===== config.mk =====
export PLATFORM = sky130hd
export DESIGN_NAME = nubus_vram_fetcher
export DESIGN_NICKNAME = d
export VERILOG_FILES = /design/src/rtl/nubus_video_pkg.sv /design/src/rtl/vram_scan_fifo.sv /design/src/rtl/nubus_vram_fetcher.sv
export SDC_FILE = /design/constraint.sdc
export NUM_CORES = 1
export LEC_CHECK = 0
export CORE_AREA = 2 2 210 212
export CTS_CLUSTER_SIZE = 28
export DETAILED_ROUTE_END_ITERATION = 10
export DIE_AREA = 0 0 212 214
export PLACE_DENSITY = 0.67
export REMOVE_ABC_BUFFERS = 1
export SYNTH_ARGS = -nofsm -noshare
export SYNTH_HDL_FRONTEND = slang
export SYNTH_SLANG_ARGS = --single-unit

===== constraint.sdc =====
create_clock -name clk -period 3 [get_ports clk]
set_clock_uncertainty 0.15 [all_clocks]
set_input_delay 0.6 -clock clk [delete_from_list [all_inputs] [get_ports clk]]
set_output_delay 0.6 -clock clk [all_outputs]
set_load 0.005 [all_outputs]

===== src/rtl/nubus_video_pkg.sv =====
// Shared types and widths for the NuBus video VRAM requester.
package nubus_video_pkg;

  localparam int VRAM_AW = 25;
  localparam int VRAM_DW = 16;

  typedef enum logic [1:0] {
    IDLE = 2'd0,
    RD   = 2'd1,
    WR   = 2'd2,
    GAP  = 2'd3
  } fetch_state_e;

  // Framebuffer word address, wrapping modulo 2^25.
  function automatic logic [VRAM_AW-1:0] vram_word_addr(
    input logic [VRAM_AW-1:0] base,
    input logic [17:0]        offset
  );
    return base + {7'd0, offset};
  endfunction

endpackage


===== src/rtl/vram_scan_fifo.sv =====
// First-word fall-through scanout FIFO with synchronous flush and level output.
module vram_scan_fifo
  import nubus_video_pkg::*;
#(
  parameter int DEPTH = 16,
  parameter int AW    = 4
) (
  input  logic               clk,
  input  logic               reset_n,
  input  logic               flush,
  input  logic               push,
  input  logic [VRAM_DW-1:0] push_data,
  input  logic               pop,
  output logic [VRAM_DW-1:0] head,
  output logic               not_empty,
  output logic [AW:0]        count
);

  localparam logic [AW:0] FULL_COUNT = (AW + 1)'(DEPTH);

  logic [VRAM_DW-1:0] mem_r [DEPTH];
  logic [AW-1:0]      wr_ptr_r;
  logic [AW-1:0]      rd_ptr_r;
  logic [AW:0]        count_r;
  logic               do_pop_s;
  logic               do_push_s;

  assign do_pop_s  = pop && (count_r != {(AW + 1){1'b0}});
  assign do_push_s = push && ((count_r != FULL_COUNT) || do_pop_s);

  // Pointer and level bookkeeping; flush wins over any same-cycle push or pop.
  always_ff @(posedge clk or negedge reset_n) begin
    if (!reset_n) begin
      wr_ptr_r <= {AW{1'b0}};
      rd_ptr_r <= {AW{1'b0}};
      count_r  <= {(AW + 1){1'b0}};
    end else if (flush) begin
      wr_ptr_r <= {AW{1'b0}};
      rd_ptr_r <= {AW{1'b0}};
      count_r  <= {(AW + 1){1'b0}};
    end else begin
      if (do_push_s) wr_ptr_r <= wr_ptr_r + {{(AW - 1){1'b0}}, 1'b1};
      if (do_pop_s)  rd_ptr_r <= rd_ptr_r + {{(AW - 1){1'b0}}, 1'b1};
      case ({do_push_s, do_pop_s})
        2'b10:   count_r <= count_r + {{AW{1'b0}}, 1'b1};
        2'b01:   count_r <= count_r - {{AW{1'b0}}, 1'b1};
        default: count_r <= count_r;
      endcase
    end
  end

  // Word storage.
  always_ff @(posedge clk or negedge reset_n) begin
    if (!reset_n) begin
      for (int i = 0; i < DEPTH; i++) mem_r[i] <= {VRAM_DW{1'b0}};
    end else if (do_push_s) begin
      mem_r[wr_ptr_r] <= push_data;
    end
  end

  assign head      = mem_r[rd_ptr_r];
  assign not_empty = (count_r != {(AW + 1){1'b0}});
  assign count     = count_r;

endmodule


===== src/rtl/nubus_vram_fetcher.sv =====
// VRAM requester: scanout prefetch into a FIFO plus posted pixel writes, one transfer in flight.
// Optional underflow statistics counter is built when VRAM_FETCH_STATS_EN is defined.
module nubus_vram_fetcher
  import nubus_video_pkg::*;
#(
  parameter int FIFO_DEPTH = 16,
  parameter int FIFO_AW    = 4,
  parameter int LOW_WATER  = 8
) (
  input  logic               clk,
  input  logic               reset_n,
  input  logic [VRAM_AW-1:0] fb_base,
  input  logic [17:0]        frame_words,
  input  logic               frame_start,
  output logic [VRAM_DW-1:0] pix_data,
  output logic               pix_valid,
  input  logic               pix_rd,
  output logic               underflow,
  input  logic               wr_req,
  input  logic [VRAM_AW-1:0] wr_addr,
  input  logic [VRAM_DW-1:0] wr_data,
  output logic               wr_ack,
  output logic [VRAM_AW-1:0] vram_addr,
  output logic [VRAM_DW-1:0] vram_dout,
  input  logic [VRAM_DW-1:0] vram_din,
  output logic               vram_rd,
  output logic               vram_wr,
  input  logic               vram_ready,
  output logic [15:0]        underflow_count
);

  localparam logic [FIFO_AW:0] LOW_LEVEL  = (FIFO_AW + 1)'(LOW_WATER);
  localparam logic [FIFO_AW:0] FULL_LEVEL = (FIFO_AW + 1)'(FIFO_DEPTH);

  fetch_state_e       state_r, state_n;
  logic [17:0]        offset_r, offset_n;
  logic [VRAM_AW-1:0] addr_r, addr_n;
  logic [VRAM_DW-1:0] dout_r, dout_n;
  logic               rd_r, rd_n;
  logic               wr_r, wr_n;
  logic               discard_r, discard_n;
  logic               underflow_r, underflow_n;
  logic               wr_ack_s;

  logic [FIFO_AW:0]   fifo_count_s;
  logic               fifo_not_empty_s;
  logic               fifo_push_s;
  logic               fifo_pop_s;
  logic [17:0]        frame_len_s;
  logic [17:0]        offset_inc_s;
  logic [17:0]        read_offset_s;
  logic               empty_pop_s;

  assign frame_len_s   = (frame_words == 18'd0) ? 18'd1 : frame_words;
  assign offset_inc_s  = offset_r + 18'd1;
  assign read_offset_s = frame_start ? 18'd0 : offset_r;
  assign empty_pop_s   = pix_rd && !fifo_not_empty_s;
  assign fifo_pop_s    = pix_rd && !frame_start;
  assign fifo_push_s   = (state_r == RD) && vram_ready && !discard_r && !frame_start;

  vram_scan_fifo #(
    .DEPTH (FIFO_DEPTH),
    .AW    (FIFO_AW)
  ) u_fifo (
    .clk       (clk),
    .reset_n   (reset_n),
    .flush     (frame_start),
    .push      (fifo_push_s),
    .push_data (vram_din),
    .pop       (fifo_pop_s),
    .head      (pix_data),
    .not_empty (fifo_not_empty_s),
    .count     (fifo_count_s)
  );

  // Next-state and next-output logic for the transfer sequencer.
  always_comb begin
    state_n     = state_r;
    offset_n    = offset_r;
    addr_n      = addr_r;
    dout_n      = dout_r;
    rd_n        = rd_r;
    wr_n        = wr_r;
    discard_n   = discard_r;
    underflow_n = underflow_r;
    wr_ack_s    = 1'b0;

    case (state_r)
      IDLE: begin
        if (fifo_count_s < LOW_LEVEL) begin
          state_n = RD;
          addr_n  = vram_word_addr(fb_base, read_offset_s);
          rd_n    = 1'b1;
        end else if (wr_req) begin
          state_n = WR;
          addr_n  = wr_addr;
          dout_n  = wr_data;
          wr_n    = 1'b1;
        end else if (fifo_count_s < FULL_LEVEL) begin
          state_n = RD;
          addr_n  = vram_word_addr(fb_base, read_offset_s);
          rd_n    = 1'b1;
        end else begin
          state_n = IDLE;
        end
      end
      RD: begin
        if (vram_ready) begin
          state_n   = GAP;
          rd_n      = 1'b0;
          discard_n = 1'b0;
          // A read overtaken by frame_start leaves the new frame starting at offset 0.
          if (discard_r || frame_start) begin
            offset_n = 18'd0;
          end else if (offset_inc_s == frame_len_s) begin
            offset_n = 18'd0;
          end else begin
            offset_n = offset_inc_s;
          end
        end else if (frame_start) begin
          discard_n = 1'b1;
        end else begin
          discard_n = discard_r;
        end
      end
      WR: begin
        if (vram_ready) begin
          state_n  = GAP;
          wr_n     = 1'b0;
          wr_ack_s = 1'b1;
        end else begin
          state_n = WR;
        end
      end
      GAP: begin
        state_n = IDLE;
      end
      default: begin
        state_n   = IDLE;
        rd_n      = 1'b0;
        wr_n      = 1'b0;
        discard_n = 1'b0;
      end
    endcase

    if (frame_start) begin
      offset_n    = 18'd0;
      underflow_n = 1'b0;
    end else if (empty_pop_s) begin
      underflow_n = 1'b1;
    end else begin
      underflow_n = underflow_r;
    end
  end

  // Sequencer state and registered VRAM request outputs.
  always_ff @(posedge clk or negedge reset_n) begin
    if (!reset_n) begin
      state_r     <= IDLE;
      offset_r    <= 18'd0;
      addr_r      <= {VRAM_AW{1'b0}};
      dout_r      <= {VRAM_DW{1'b0}};
      rd_r        <= 1'b0;
      wr_r        <= 1'b0;
      discard_r   <= 1'b0;
      underflow_r <= 1'b0;
    end else begin
      state_r     <= state_n;
      offset_r    <= offset_n;
      addr_r      <= addr_n;
      dout_r      <= dout_n;
      rd_r        <= rd_n;
      wr_r        <= wr_n;
      discard_r   <= discard_n;
      underflow_r <= underflow_n;
    end
  end

  assign vram_addr = addr_r;
  assign vram_dout = dout_r;
  assign vram_rd   = rd_r;
  assign vram_wr   = wr_r;
  assign wr_ack    = wr_ack_s;
  assign pix_valid = fifo_not_empty_s;
  assign underflow = underflow_r;

`ifdef VRAM_FETCH_STATS_EN
  logic [15:0] uf_count_r;

  // Saturating count of pops attempted on an empty FIFO; only reset clears it.
  always_ff @(posedge clk or negedge reset_n) begin
    if (!reset_n) begin
      uf_count_r <= 16'd0;
    end else if (empty_pop_s && (uf_count_r != 16'hFFFF)) begin
      uf_count_r <= uf_count_r + 16'd1;
    end
  end

  assign underflow_count = uf_count_r;
`else
  assign underflow_count = 16'd0;
`endif

endmodule


==> flow_summary.yaml <==
cells_and_area:
  fillers: 3569
  post-route-util_pct: 53.4
  area_growth_pct: 34.2
  nets: 1862
  drive_gt1_share_pct: 40.9
  antenna_cells: 0
yosys:
  avgSynthCellArea_sq_um: 12.1
  synthXorXnorAreaFrac_pct: 2.77
  synth.ff_latch_count: 334
  async_flop_share_pct: 100
  synth_cell_types: 68
  post-synth-top-count-cell: "dfrtp_1"
  synth_mux_area_share_pct: 26.5
  synth_area_leaders: "dfrtp_1, mux2_2, mux4_2"
  syn-cell-area_sq_um: 17100
  syn_inst: 1412
  synth_compound_area_share_pct: 8.40
  synth_common_cells: "dfrtp_1, mux2_2, nand2_1, a21oi_1, clkbuf_1"
  synth_top_area_share_pct: 48.9
  ys.flop_type: "dfrtp_1"
  yosys.area.top_type: "dfrtp_1"
  synth_warnings: 0
  ys_seq_area_share_pct: 48.9
  synth-simple-area-share_pct: 7.59
  synth_top_family_by_area: "multiplexers"
  synth_edf_count: 0
  synthAdderAreaFrac_pct: 2.51
sta:
  max_slew_margin_pct: 58.8
  slew_viol_final: 0
  layout_setup_ws_ns: -0.167
  fmax_mhz: 316
  report.final.hold_viol_count: 0
  timing.final.crit_period_ns: 3.17
  rsz0062_at_grt: "true"
  setup_viol: 16
  post-route-period-util_pct: 106
  tightest_slew_ns: 0.616
worst_setup_path:
  crit_fanout: 6
  startpoint: "u_fifo.rd_ptr_r[0]"
  crit_path_end: "pix_data[0]"
  r2r-end: "offset_r[2]"
  cp.arrival_ns: 2.42
  cp-start-kind: "flip-flop"
  critPathKind: "reg2out"
  reg2reg_slack_ns: 0.11
  reg2reg_from: "offset_r[5]"
  critPathCaptureType: "output port"
  crit_required_ns: 2.25
  worst-r2r-cell-count: 11
placement:
  portBuffers: 167
  place_congestion: 0.886
  post-place-ws_ns: -0.852
  dp_hpwl_um: 31500
floorplanning:
  core-area_sq_um: 42900
  die_x_um: 212
  start_util_pct: 39.8
  fp.dieH_um: 214
  row_count: 76
  boundaryPins: 184
  die-area_sq_um: 45400
detailed_routing:
  dr.pass1.iters: 4
  wl_per_cell_um: 21.0
  final_antenna_net_count: 0
  drc_errors: 0
  wirelength_um: 48900
  vias: 12700
  viasPerCell: 5.45
  drt_iter0_drc: 858
global_routing:
  globalRouteOverflowTotal: 0
  grt_use_total_pct: 21.3
  grt_max_degree: 80
  grt_pass1_vias: 13400
  grt_pass1_wl_um: 75800
  antenna_found_initial: 1
clocking:
  clockBufferDepth: 3
  cts.sinks: 334
  path_clk_slew_ns: 0.06
  ctsRootBufferMaster: "clkbuf_16"
  clkLatencyLatePin_ns: 0.54
  cts_tree: "done"
  cts_buffers: 38
  h-tree-depth: 2
power_and_ir_drop:
  p_leak_nw: 10.6
  ir_worst_vdd_mv: 0.434
  power_density_nw_per_um2: 665
run_status:
  status: "complete, but fails checks"
  violations: "negative setup slack"
job:
  maxCapViolCount: 0
worst_hold_path:
  hp-class: "reg2reg"
## repair_timing
| action | CTS | global route |
|---|---|---|
| setup buffers | 33 | 13 |
| hold buffers | 1 | 0 |
| gates cloned | 9 | 2 |
| endpoints found under the hold margin | 37 | 0 |
| endpoints found under the setup margin | 35 | 199 |
| pin swaps | 44 | 53 |
| gates resized for setup | 158 | 114 |
## worst min path at each step
stage	from	end	slack, ns	cells after the start
floorplan	reset_n	discard_r	0.15	0
global placement	vram_addr[2]	vram_addr[2]	0.32	2
detailed placement	vram_addr[4]	vram_addr[4]	0.33	2
CTS	vram_addr[6]	vram_addr[6]	0.35	2
global route	u_fifo.mem_r[83]	u_fifo.mem_r[83]	0.36	1
finish	vram_addr[6]	vram_addr[6]	0.34	2
## sequential cells by signal, summed over array words and instances (netlist names), 2 cells and up
register and cells:
state_r 2, u_fifo.mem_r 256, u_fifo.count 5, offset_r 18, u_fifo.rd_ptr_r 4, vram_dout 16, vram_addr 25, u_fifo.wr_ptr_r 4
## power by group
part / leakage (nW) / internal, W / switching, W / total [W]
Combinational: 5.49 / 0.00294 / 0.00221 / 0.00515
Sequential: 4.52 / 0.00508 / 0.000407 / 0.00548
Clock: 0.588 / 0.00270 / 0.00191 / 0.00461
## layout by cell type, fill, tap and decap left out, types with 6 or more instances in the layout
| master | netlist | final |
|---|---|---|
| nand2_1 | 93 | 92 |
| a21o_1 | 9 | 9 |
| buf_4 | 17 | 131 |
| buf_2 | 20 | 16 |
| dfrtp_1 | 334 | 330 |
| mux4_2 | 32 | 32 |
| ha_1 | 31 | 28 |
| o21ai_0 | 65 | 31 |
| a22oi_1 | 23 | 13 |
| clkbuf_1 | 66 | 10 |
| clkdlybuf4s50_1 | 0 | 149 |
| a31oi_1 | 21 | 20 |
| a21oi_1 | 67 | 49 |
| mux2i_1 | 56 | 42 |
| nand4_1 | 6 | 6 |
| nor3_1 | 9 | 8 |
| mux2i_2 | 0 | 10 |
| nand3_1 | 20 | 19 |
| inv_1 | 10 | 9 |
| clkbuf_16 | 0 | 39 |
| and3_1 | 10 | 8 |
| buf_12 | 0 | 31 |
| nand2b_1 | 7 | 7 |
| o21ai_1 | 2 | 19 |
| xor2_1 | 26 | 26 |
| xnor2_1 | 28 | 27 |
| and2_1 | 7 | 6 |
| a22oi_2 | 0 | 10 |
| buf_6 | 2 | 25 |
| buf_8 | 0 | 6 |
| a221oi_2 | 0 | 15 |
| mux2_2 | 288 | 285 |
| nor2b_1 | 28 | 25 |
| a21oi_2 | 0 | 17 |
| buf_16 | 0 | 6 |
| o21ai_2 | 0 | 16 |
| conb_1 | 1 | 16 |
| nor4_1 | 9 | 7 |
| nor2_1 | 46 | 45 |
## critical path: stages (launching register included)
cell      delay, ns
dfrtp_4        0.56
buf_12         0.16
buf_16         0.13
buf_6          0.12
buf_6          0.11
mux2i_4        0.18
a221oi_2       0.29
o21ai_0        0.11
nand2_1        0.09
buf_2          0.12
## layout make-up
type,count,area (sq um),share of cell area [%]
Inverter,10,37.5,0.164
Sequential cell,334,8370,36.5
Timing Repair Buffer,367,3770,16.4
Tap cell,585,732,3.19
Multi-Input combinational cell,972,8800,38.4
Clock buffer,54,1080,4.72
Clock inverter,10,131,0.573
## logic make-up after synthesis
| group | count (synthesis) |
|---|---|
| buf+inv | 121 |
| xor+xnor | 54 |
| fa+ha+maj | 33 |
| compound gates | 233 |
| other cells | 1 |
| mux | 376 |
| flops | 334 |
| simple gates | 260 |
## metrics by stage
stage / hold WS (ns) / total power, W / instance area [sq um] / TNS [ns] / std cells
after CTS: 0.348 / 0.0152 / 22400 / -1.97 / 2321
after floorplan: 0.154 / 0.00760 / 16600 / -35.65 / 1316
final: 0.344 / 0.0152 / 22900 / -1.34 / 2332
after global routing: 0.363 / 0.0160 / 22900 / -2.57 / 2332
after global placement: 0.318 / 0.00970 / 20400 / -92.09 / 2215
after detailed placement: 0.328 / 0.00978 / 20400 / -104.40 / 2215
## layer usage
layer  global-route usage [%]  wire [um]  vias to the layer above
li1                         -          -                     5743
met1                     27.6      20700                     6482
met2                     35.2      23800                      391
met3                     5.06       3040                       83
met4                     6.95       1420                        2
met5                        0         14                        -
No activity file was read; power rests on OpenSTA's default activity.
